### src/rtl/draw_sequencer_pkg.sv
// Shared definitions for the draw sequencer: FSM states, default geometry,
// pipeline latency, counter widths and xySel codes.
package draw_sequencer_pkg;

  typedef enum logic [2:0] {
    S_IDLE,
    S_INIT,
    S_PRIME,
    S_DRAW,
    S_DONE
  } state_t;

  localparam int unsigned SCREEN_W_DEF = 160;
  localparam int unsigned SCREEN_H_DEF = 120;
  localparam int unsigned SPRITE_W_DEF = 40;
  localparam int unsigned SPRITE_H_DEF = 40;
  localparam int unsigned PIPE_LAT_DEF = 2;

  localparam int unsigned COL_BITS = 8;
  localparam int unsigned ROW_BITS = 7;
  localparam int unsigned PIX_BITS = 15;

  localparam logic [1:0] XY_SCREEN = 2'b00;
  localparam logic [1:0] XY_SPRITE = 2'b01;

endpackage

### src/rtl/draw_sequencer_if.sv
// Draw request handshake between a requester and the draw sequencer.
interface draw_sequencer_if;
  logic       req_valid;
  logic       req_ready;
  logic       req_kind;
  logic [4:0] req_mem;
  logic [3:0] req_xsel;
  logic [1:0] req_ysel;
  logic       req_black;

  modport master (
    output req_valid, req_kind, req_mem, req_xsel, req_ysel, req_black,
    input  req_ready
  );

  modport slave (
    input  req_valid, req_kind, req_mem, req_xsel, req_ysel, req_black,
    output req_ready
  );
endinterface

### src/rtl/draw_sequencer_raster_counter.sv
// Column/row/pixel raster counters for one draw; they hold at end of frame
// rather than wrapping, and restart only on clear.
module raster_counter
  import draw_sequencer_pkg::*;
(
  input  logic                clk,
  input  logic                resetn,
  input  logic                clear,
  input  logic                advance,
  input  logic [COL_BITS-1:0] w,
  input  logic [ROW_BITS-1:0] h,
  output logic [PIX_BITS-1:0] pix,
  output logic                end_of_row,
  output logic                end_of_frame
);

  logic [COL_BITS-1:0] col;
  logic [ROW_BITS-1:0] row;

  assign end_of_row   = (col == w - COL_BITS'(1));
  assign end_of_frame = end_of_row && (row == h - ROW_BITS'(1));

  always_ff @(posedge clk or negedge resetn) begin
    if (!resetn) begin
      col <= '0;
      row <= '0;
      pix <= '0;
    end else if (clear) begin
      col <= '0;
      row <= '0;
      pix <= '0;
    end else if (advance && !end_of_frame) begin
      pix <= pix + PIX_BITS'(1);
      if (end_of_row) begin
        col <= '0;
        row <= row + ROW_BITS'(1);
      end else begin
        col <= col + COL_BITS'(1);
      end
    end
  end

endmodule

### src/rtl/draw_sequencer.sv
// Draw sequencer: accepts a screen/sprite draw request and sequences the
// coordinate datapath, ROM address counters and VGA plot strobe in raster order.
module draw_sequencer
  import draw_sequencer_pkg::*;
#(
  parameter int unsigned SCREEN_W = SCREEN_W_DEF,
  parameter int unsigned SCREEN_H = SCREEN_H_DEF,
  parameter int unsigned SPRITE_W = SPRITE_W_DEF,
  parameter int unsigned SPRITE_H = SPRITE_H_DEF,
  parameter int unsigned PIPE_LAT = PIPE_LAT_DEF
) (
  input  logic                   clk,
  input  logic                   resetn,
  draw_sequencer_if.slave        req,
  output logic xInitLoad, yInitLoad, xLoad, yLoad, xCountUp, yCountUp,
  output logic xInitReset, yInitReset, xReset, yReset,
  output logic [1:0] xySel,
  output logic [3:0] xInitSel,
  output logic [1:0] yInitSel,
  output logic [4:0] memorySel,
  output logic       black,
  output logic addressScreenCounterReset, screenCountLoad,
  output logic addressSpriteCounterReset, spriteCountLoad,
  output logic plot,
  output logic busy,
  output logic done
);

  state_t state, state_next;

  logic                kind;
  logic [3:0]          prime_cnt;
  logic [COL_BITS-1:0] w;
  logic [ROW_BITS-1:0] h;
  logic [PIX_BITS-1:0] total, pix;
  logic                end_of_row, end_of_frame, addr_more;
  logic                raster_clear, raster_advance, addr_reset, addr_inc;

  always_ff @(posedge clk or negedge resetn) begin
    if (!resetn) state <= S_IDLE;
    else         state <= state_next;
  end

  always_ff @(posedge clk or negedge resetn) begin
    if (!resetn) begin
      kind      <= 1'b0;
      memorySel <= '0;
      xInitSel  <= '0;
      yInitSel  <= '0;
      black     <= 1'b0;
    end else if (state == S_IDLE && req.req_valid) begin
      kind      <= req.req_kind;
      memorySel <= req.req_mem;
      xInitSel  <= req.req_xsel;
      yInitSel  <= req.req_ysel;
      black     <= req.req_black;
    end
  end

  always_ff @(posedge clk or negedge resetn) begin
    if (!resetn)               prime_cnt <= '0;
    else if (state == S_PRIME) prime_cnt <= prime_cnt + 4'd1;
    else                       prime_cnt <= '0;
  end

  assign w     = kind ? COL_BITS'(SPRITE_W) : COL_BITS'(SCREEN_W);
  assign h     = kind ? ROW_BITS'(SPRITE_H) : ROW_BITS'(SCREEN_H);
  assign total = PIX_BITS'(w) * PIX_BITS'(h);

  // PRIME already issued PIPE_LAT addresses beyond address 0, so in DRAW
  // the counter runs ahead of the plotted pixel by PIPE_LAT and stops at W*H-1.
  assign addr_more = ({1'b0, pix} + (PIX_BITS + 1)'(PIPE_LAT + 1)) < {1'b0, total};

  raster_counter u_raster (
    .clk          (clk),
    .resetn       (resetn),
    .clear        (raster_clear),
    .advance      (raster_advance),
    .w            (w),
    .h            (h),
    .pix          (pix),
    .end_of_row   (end_of_row),
    .end_of_frame (end_of_frame)
  );

  always_comb begin
    state_next     = state;
    xInitLoad      = 1'b0;
    yInitLoad      = 1'b0;
    xLoad          = 1'b0;
    yLoad          = 1'b0;
    xCountUp       = 1'b0;
    yCountUp       = 1'b0;
    xReset         = 1'b0;
    yReset         = 1'b0;
    plot           = 1'b0;
    busy           = 1'b0;
    done           = 1'b0;
    addr_reset     = 1'b0;
    addr_inc       = 1'b0;
    raster_clear   = 1'b0;
    raster_advance = 1'b0;
    unique case (state)
      S_IDLE: if (req.req_valid) state_next = S_INIT;
      S_INIT: begin
        busy         = 1'b1;
        xInitLoad    = 1'b1;
        yInitLoad    = 1'b1;
        xReset       = 1'b1;
        yReset       = 1'b1;
        addr_reset   = 1'b1;
        raster_clear = 1'b1;
        state_next   = S_PRIME;
      end
      S_PRIME: begin
        busy     = 1'b1;
        addr_inc = 1'b1;
        if (prime_cnt == '0) begin
          xLoad = 1'b1;
          yLoad = 1'b1;
        end
        if (prime_cnt == 4'(PIPE_LAT - 1)) state_next = S_DRAW;
      end
      S_DRAW: begin
        busy           = 1'b1;
        plot           = 1'b1;
        raster_advance = 1'b1;
        addr_inc       = addr_more;
        if (end_of_row) begin
          xLoad    = 1'b1;
          yCountUp = 1'b1;
        end else begin
          xCountUp = 1'b1;
        end
        if (end_of_frame) state_next = S_DONE;
      end
      S_DONE: begin
        done       = 1'b1;
        state_next = S_IDLE;
      end
      default: state_next = S_IDLE;
    endcase
  end

  assign req.req_ready = (state == S_IDLE);
  assign xySel         = kind ? XY_SPRITE : XY_SCREEN;

  // Init coordinate registers are always reloaded in INIT, so they never need clearing.
  assign xInitReset = 1'b0;
  assign yInitReset = 1'b0;

  assign addressScreenCounterReset = addr_reset & ~kind;
  assign screenCountLoad           = addr_inc   & ~kind;
  assign addressSpriteCounterReset = addr_reset &  kind;
  assign spriteCountLoad           = addr_inc   &  kind;

endmodule

### src/flat_wrapper.sv
// flat-port wrapper written by rule: the top's interface ports become plain ports
module draw_sequencer_flat import draw_sequencer_pkg::*;
#(
  parameter int unsigned SCREEN_W = SCREEN_W_DEF,
  parameter int unsigned SCREEN_H = SCREEN_H_DEF,
  parameter int unsigned SPRITE_W = SPRITE_W_DEF,
  parameter int unsigned SPRITE_H = SPRITE_H_DEF,
  parameter int unsigned PIPE_LAT = PIPE_LAT_DEF
)
  (clk, resetn, xInitLoad, yInitLoad, xLoad, yLoad, xCountUp, yCountUp, xInitReset, yInitReset, xReset, yReset, xySel, xInitSel, yInitSel, memorySel, black, addressScreenCounterReset, screenCountLoad, addressSpriteCounterReset, spriteCountLoad, plot, busy, done, req_req_valid, req_req_kind, req_req_mem, req_req_xsel, req_req_ysel, req_req_black, req_req_ready);
  draw_sequencer_if req_i ();
  input  logic clk;
  input  logic resetn;
  output logic xInitLoad;
  output logic yInitLoad;
  output logic xLoad;
  output logic yLoad;
  output logic xCountUp;
  output logic yCountUp;
  output logic xInitReset;
  output logic yInitReset;
  output logic xReset;
  output logic yReset;
  output logic [1:0] xySel;
  output logic [3:0] xInitSel;
  output logic [1:0] yInitSel;
  output logic [4:0] memorySel;
  output logic black;
  output logic addressScreenCounterReset;
  output logic screenCountLoad;
  output logic addressSpriteCounterReset;
  output logic spriteCountLoad;
  output logic plot;
  output logic busy;
  output logic done;
  input wire logic [$bits(req_i.req_valid)-1:0] req_req_valid;
  input wire logic [$bits(req_i.req_kind)-1:0] req_req_kind;
  input wire logic [$bits(req_i.req_mem)-1:0] req_req_mem;
  input wire logic [$bits(req_i.req_xsel)-1:0] req_req_xsel;
  input wire logic [$bits(req_i.req_ysel)-1:0] req_req_ysel;
  input wire logic [$bits(req_i.req_black)-1:0] req_req_black;
  output wire logic [$bits(req_i.req_ready)-1:0] req_req_ready;
  assign req_i.req_valid = req_req_valid;
  assign req_i.req_kind = req_req_kind;
  assign req_i.req_mem = req_req_mem;
  assign req_i.req_xsel = req_req_xsel;
  assign req_i.req_ysel = req_req_ysel;
  assign req_i.req_black = req_req_black;
  assign req_req_ready = req_i.req_ready;
  draw_sequencer #(.SCREEN_W(SCREEN_W), .SCREEN_H(SCREEN_H), .SPRITE_W(SPRITE_W), .SPRITE_H(SPRITE_H), .PIPE_LAT(PIPE_LAT)) u_core (.clk(clk), .resetn(resetn), .req(req_i), .xInitLoad(xInitLoad), .yInitLoad(yInitLoad), .xLoad(xLoad), .yLoad(yLoad), .xCountUp(xCountUp), .yCountUp(yCountUp), .xInitReset(xInitReset), .yInitReset(yInitReset), .xReset(xReset), .yReset(yReset), .xySel(xySel), .xInitSel(xInitSel), .yInitSel(yInitSel), .memorySel(memorySel), .black(black), .addressScreenCounterReset(addressScreenCounterReset), .screenCountLoad(screenCountLoad), .addressSpriteCounterReset(addressSpriteCounterReset), .spriteCountLoad(spriteCountLoad), .plot(plot), .busy(busy), .done(done));
endmodule
### config.mk
export PLATFORM = sky130hd
export DESIGN_NAME = draw_sequencer_flat
export DESIGN_NICKNAME = d
export VERILOG_FILES = /design/src/rtl/draw_sequencer_pkg.sv /design/src/rtl/draw_sequencer_if.sv /design/src/rtl/draw_sequencer_raster_counter.sv /design/src/rtl/draw_sequencer.sv /design/src/flat_wrapper.sv
export SDC_FILE = /design/constraint.sdc
export NUM_CORES = 1
export LEC_CHECK = 0
export CORE_ASPECT_RATIO = 1.4
export CORE_UTILIZATION = 60
export CTS_CLUSTER_DIAMETER = 50
export DETAILED_ROUTE_END_ITERATION = 10
export DONT_BUFFER_PORTS = 1
export GPL_TIMING_DRIVEN = 0
export PLACE_DENSITY = 0.81
export REMOVE_ABC_BUFFERS = 1
export SLEW_MARGIN = 30
export SYNTH_ARGS = -nofsm -noshare
export SYNTH_HDL_FRONTEND = slang
export SYNTH_SLANG_ARGS = --single-unit
### constraint.sdc
create_clock -name clk -period 3.4 [get_ports clk]
set_input_delay 0 -clock clk [delete_from_list [all_inputs] [get_ports clk]]
set_output_delay 0 -clock clk [all_outputs]
set_load 0.01 [all_outputs]
==> results by group <==
Synthesis
  • Yosys cell types: 60
  • Post-Syn Area: 2980 um^2
  • Synth Register Bits: 50
  • Mean Syn Cell Area: 9.74 um^2
  • Primary FF master, synth: dfrtp_1
  • Ys async rst share: 100%
  • Post-synth EDFFs: 0
  • Synth warn: 0
  • Register area share after synthesis: 42.0%
  • Synth Instances: 306

Routing
  • Met2 wire len: 3090 um
  • Routed wl met3: 340 um
  • Highest metal used: met4
  • Final wirelength: 6250 um
  • DRT antenna net count: 0
  • DRC violations left: 0
  • WL/cell: 16.6 um
  • DRT iter0 DRCs: 89
  • Post-Route M1 WL: 2660 um
  • Routed via count: 2,348
  • DRT Pass-1 Iters: 5
  • Vias per cell: 6.24

Clock tree
  • Clock-pin slew on the worst setup and hold paths: 0.09 ns
  • Clk root buf: clkbuf_8
  • CTS tree: built
  • Cts bufs inserted: 5
  • Number of post-CTS setup repair buffers: 0
  • Num Clock Sinks: 50
  • Post-cts resize count: 0
  • Clock latency on the worst-skew pair: 0.31 ns
  • Cts hold-fix bufs: 16
  • Clock Tree Buf Depth: 2
  • H-tree depth: 2

Timing
  • Min Hold Slack: 0.191 ns
  • Skew final: 0.00924 ns
  • Setup TNS: 0 ns
  • Final setup margin: 0.343 ns
  • Final min period: 3.06 ns
  • Slew Limit Fails: 0
  • Final Hold Violating Endpoints: 0
  • RSZ-0062 raised after global routing: false
  • Final setup vio count: 0
  • Maximum clock frequency: 327 MHz
  • Final Cycle Share: 89.9%
  • Rel. slew slack: 38.0%
  • Worst slew pin tran: 0.928 ns

Global routing
  • First-pass GRT wire length: 10,400 um
  • Grt ovf: 0
  • Total track usage: 26.7%
  • Initial antenna violation count: 0
  • Vias in the first global route: 2,310
  • Largest net degree at the start of global routing: 51

Finish
  • Ant. Diodes: 0
  • Fraction of layout cells with a size suffix above 1: 12.2%
  • Most frequent cells in the layout: dfrtp_1, nand2_1, nor2_1
  • Area added between synthesis and finish: 7.89%
  • Most common cell after layout, fill and taps aside: dfrtp_1
  • Final nets: 339

Die
  • Initial core utilization: 62.1%
  • Num rows: 30
  • Die Width: 61.6 um
  • Die area: 5260 um^2
  • Core area: 4800 um^2
  • Die Y: 85.4 um
  • # IOs: 48

Pwr
  • Sequential power share: 58.7%
  • Pint: 0.796 mW
  • Tot Pwr: 1.01 mW
  • Comb power frac: 3.0%
  • Pwr dens: 315 nW/um^2
  • Leakage Power: 1.42 nW
  • P_sw: 0.217 mW
  • Sw frac: 21.4%
  • Clock power share: 38.3%
  • VDD IR max: 321 uV

Placed design
  • Port bufs: 0
  • Routability congestion estimate: 0.824
  • DP Wirelength: 4150 um
  • Pre-CTS setup slack: 0.561 ns

Critical path
  • Worst Path Required: 3.40 ns
  • Slowest stage cell, crit path: dfrtp_1
  • Worst reg2reg endpoint: u_core.u_raster.pix[11]
  • Crit path largest cell delay: 0.49 ns
  • Critical path origin: u_core.u_raster.pix[6]
  • Type of the worst setup path: reg -> out
  • RR Startpoint: u_core.state[2]
  • Cell repeated most along the worst path: nor3_1
  • Reg2reg setup slack: 0.49 ns
  • Crit path DAT: 3.06 ns
  • Max FO, Critical Path: 8
  • FF-to-FF path depth: 5
  • Critical path cell sequence: nand4_1 > nor3_1 > xor2_1 > ha_1 > a211o_1 > nor3_1 > a31o_2 > o221ai_1 > a21oi_1
  • Endpoint type of the worst setup path: output pin
  • Startpoint types: flop

Run
  • MaxCap Viol Count: 0

Outcome
  • Status: completed

Hold path
  • Worst min path class: in -> async
-- how the worst max path moves through the flow --
stage,to,cells past startpoint
2_1_floorplan,screenCountLoad,9
3_3_place_gp,u_core.u_raster.pix[7],5
3_5_place_dp,u_core.u_raster.pix[7],5
4_1_cts,spriteCountLoad,9
5_1_grt,screenCountLoad,9
6_report,spriteCountLoad,9
-- synth_stat cells, types with 2 or more instances --
library cell	n	area, um^2
xor2_1	5	43.8
or3_1	4	25.0
clkbuf_1	8	30.0
a21oi_1	16	80.1
or4_1	8	60.1
o31ai_4	2	42.5
buf_6	2	22.5
nor4_1	3	18.8
a211o_1	2	17.5
xnor2_1	4	35.0
nor3_1	10	50.1
nand2b_1	4	25.0
nor2_1	20	75.1
a31o_2	2	17.5
or2_2	4	25.0
nor2b_1	3	18.8
a211oi_1	2	15.0
a31oi_1	3	18.8
o21ai_1	2	10.0
inv_1	11	41.3
and3_1	5	31.3
nand3_1	15	75.1
o21ai_0	7	35.0
mux2_2	12	135
nand4_1	6	37.5
dfrtp_1	50	1250
o31ai_1	10	75.1
o21a_1	2	15.0
mux2i_1	4	40.0
ha_1	12	150
buf_4	7	52.6
and4_1	2	17.5
and2_1	2	12.5
or3b_1	2	17.5
nand2_1	27	101
o211ai_1	4	30.0
-- cells by family (layout without fill, tap and decap cells) --
kind of cell / Yosys count / in the layout / share of synthesized area [%]
buffers and inverters: 31 / 35 / 5.92
flip-flops: 50 / 50 / 42.0
multiplexers: 16 / 16 / 5.88
AO/OA/AOI/OAI: 65 / 65 / 16.0
XOR/XNOR: 9 / 9 / 2.64
adder cells (fa/ha/maj): 12 / 12 / 5.04
other: 1 / 3 / 0.126
AND/OR/NAND/NOR: 122 / 122 / 22.4
-- power by group through the flow --
| stage | Combinational [mW] | Clock (mW) | Sequential, mW |
|---|---|---|---|
| after floorplan | 0.00157 | 0 | 0.606 |
| after global placement | 0.00157 | 0 | 0.606 |
| after detailed placement | 0.00157 | 0 | 0.606 |
| after CTS | 0.0307 | 0.392 | 0.594 |
| after global routing | 0.0346 | 0.414 | 0.594 |
| final | 0.0307 | 0.388 | 0.594 |
-- stage by stage --
| stage | utilization, % | instances | cell area, um^2 |
|---|---|---|---|
| 2_1_floorplan | - | 288 | 2850 |
| 5_1_grt | 67.0 | 376 | 3220 |
| 3_5_place_dp | 61.1 | 352 | 2930 |
| 6_report | 67.0 | 376 | 3220 |
| 4_1_cts | 67.0 | 376 | 3220 |
| 3_3_place_gp | 61.1 | 352 | 2930 |
-- per-layer routing --
layer  GRT usage (%)  vias up
met2            41.6       76
met5               0        -
met4            11.9        0
met3            5.49       13
met1            35.2     1142
li1                -     1117
-- area by class of cell --
class	instances	area [um^2]
fill	393	1590
inverter	11	41.3
sequential	50	1250
clock buffer	7	96.3
tap	64	80.1
multi-input combinational	227	1560
timing repair buffer	16	178
clock inverter	1	8.76
-- critical path, delay by kind of cell (launching register included) --
| kind | cells | cell delay (ns) |
|---|---|---|
| compound gates | 4 | 0.93 |
| xor+xnor | 1 | 0.13 |
| fa+ha+maj | 1 | 0.34 |
| flops | 1 | 0.49 |
| simple gates | 3 | 0.88 |
-- registers in the layout (all words and copies together), names as in the netlist --
signal,flops
u_core.u_raster.pix,15
u_core.u_raster.col,8
u_core.u_raster.row,7
u_core.memorySel,5
u_core.prime_cnt,4
u_core.xInitSel,4
u_core.state,3
u_core.yInitSel,2
u_core.black,1
u_core.kind,1
(Power assumes the default switching activity.)
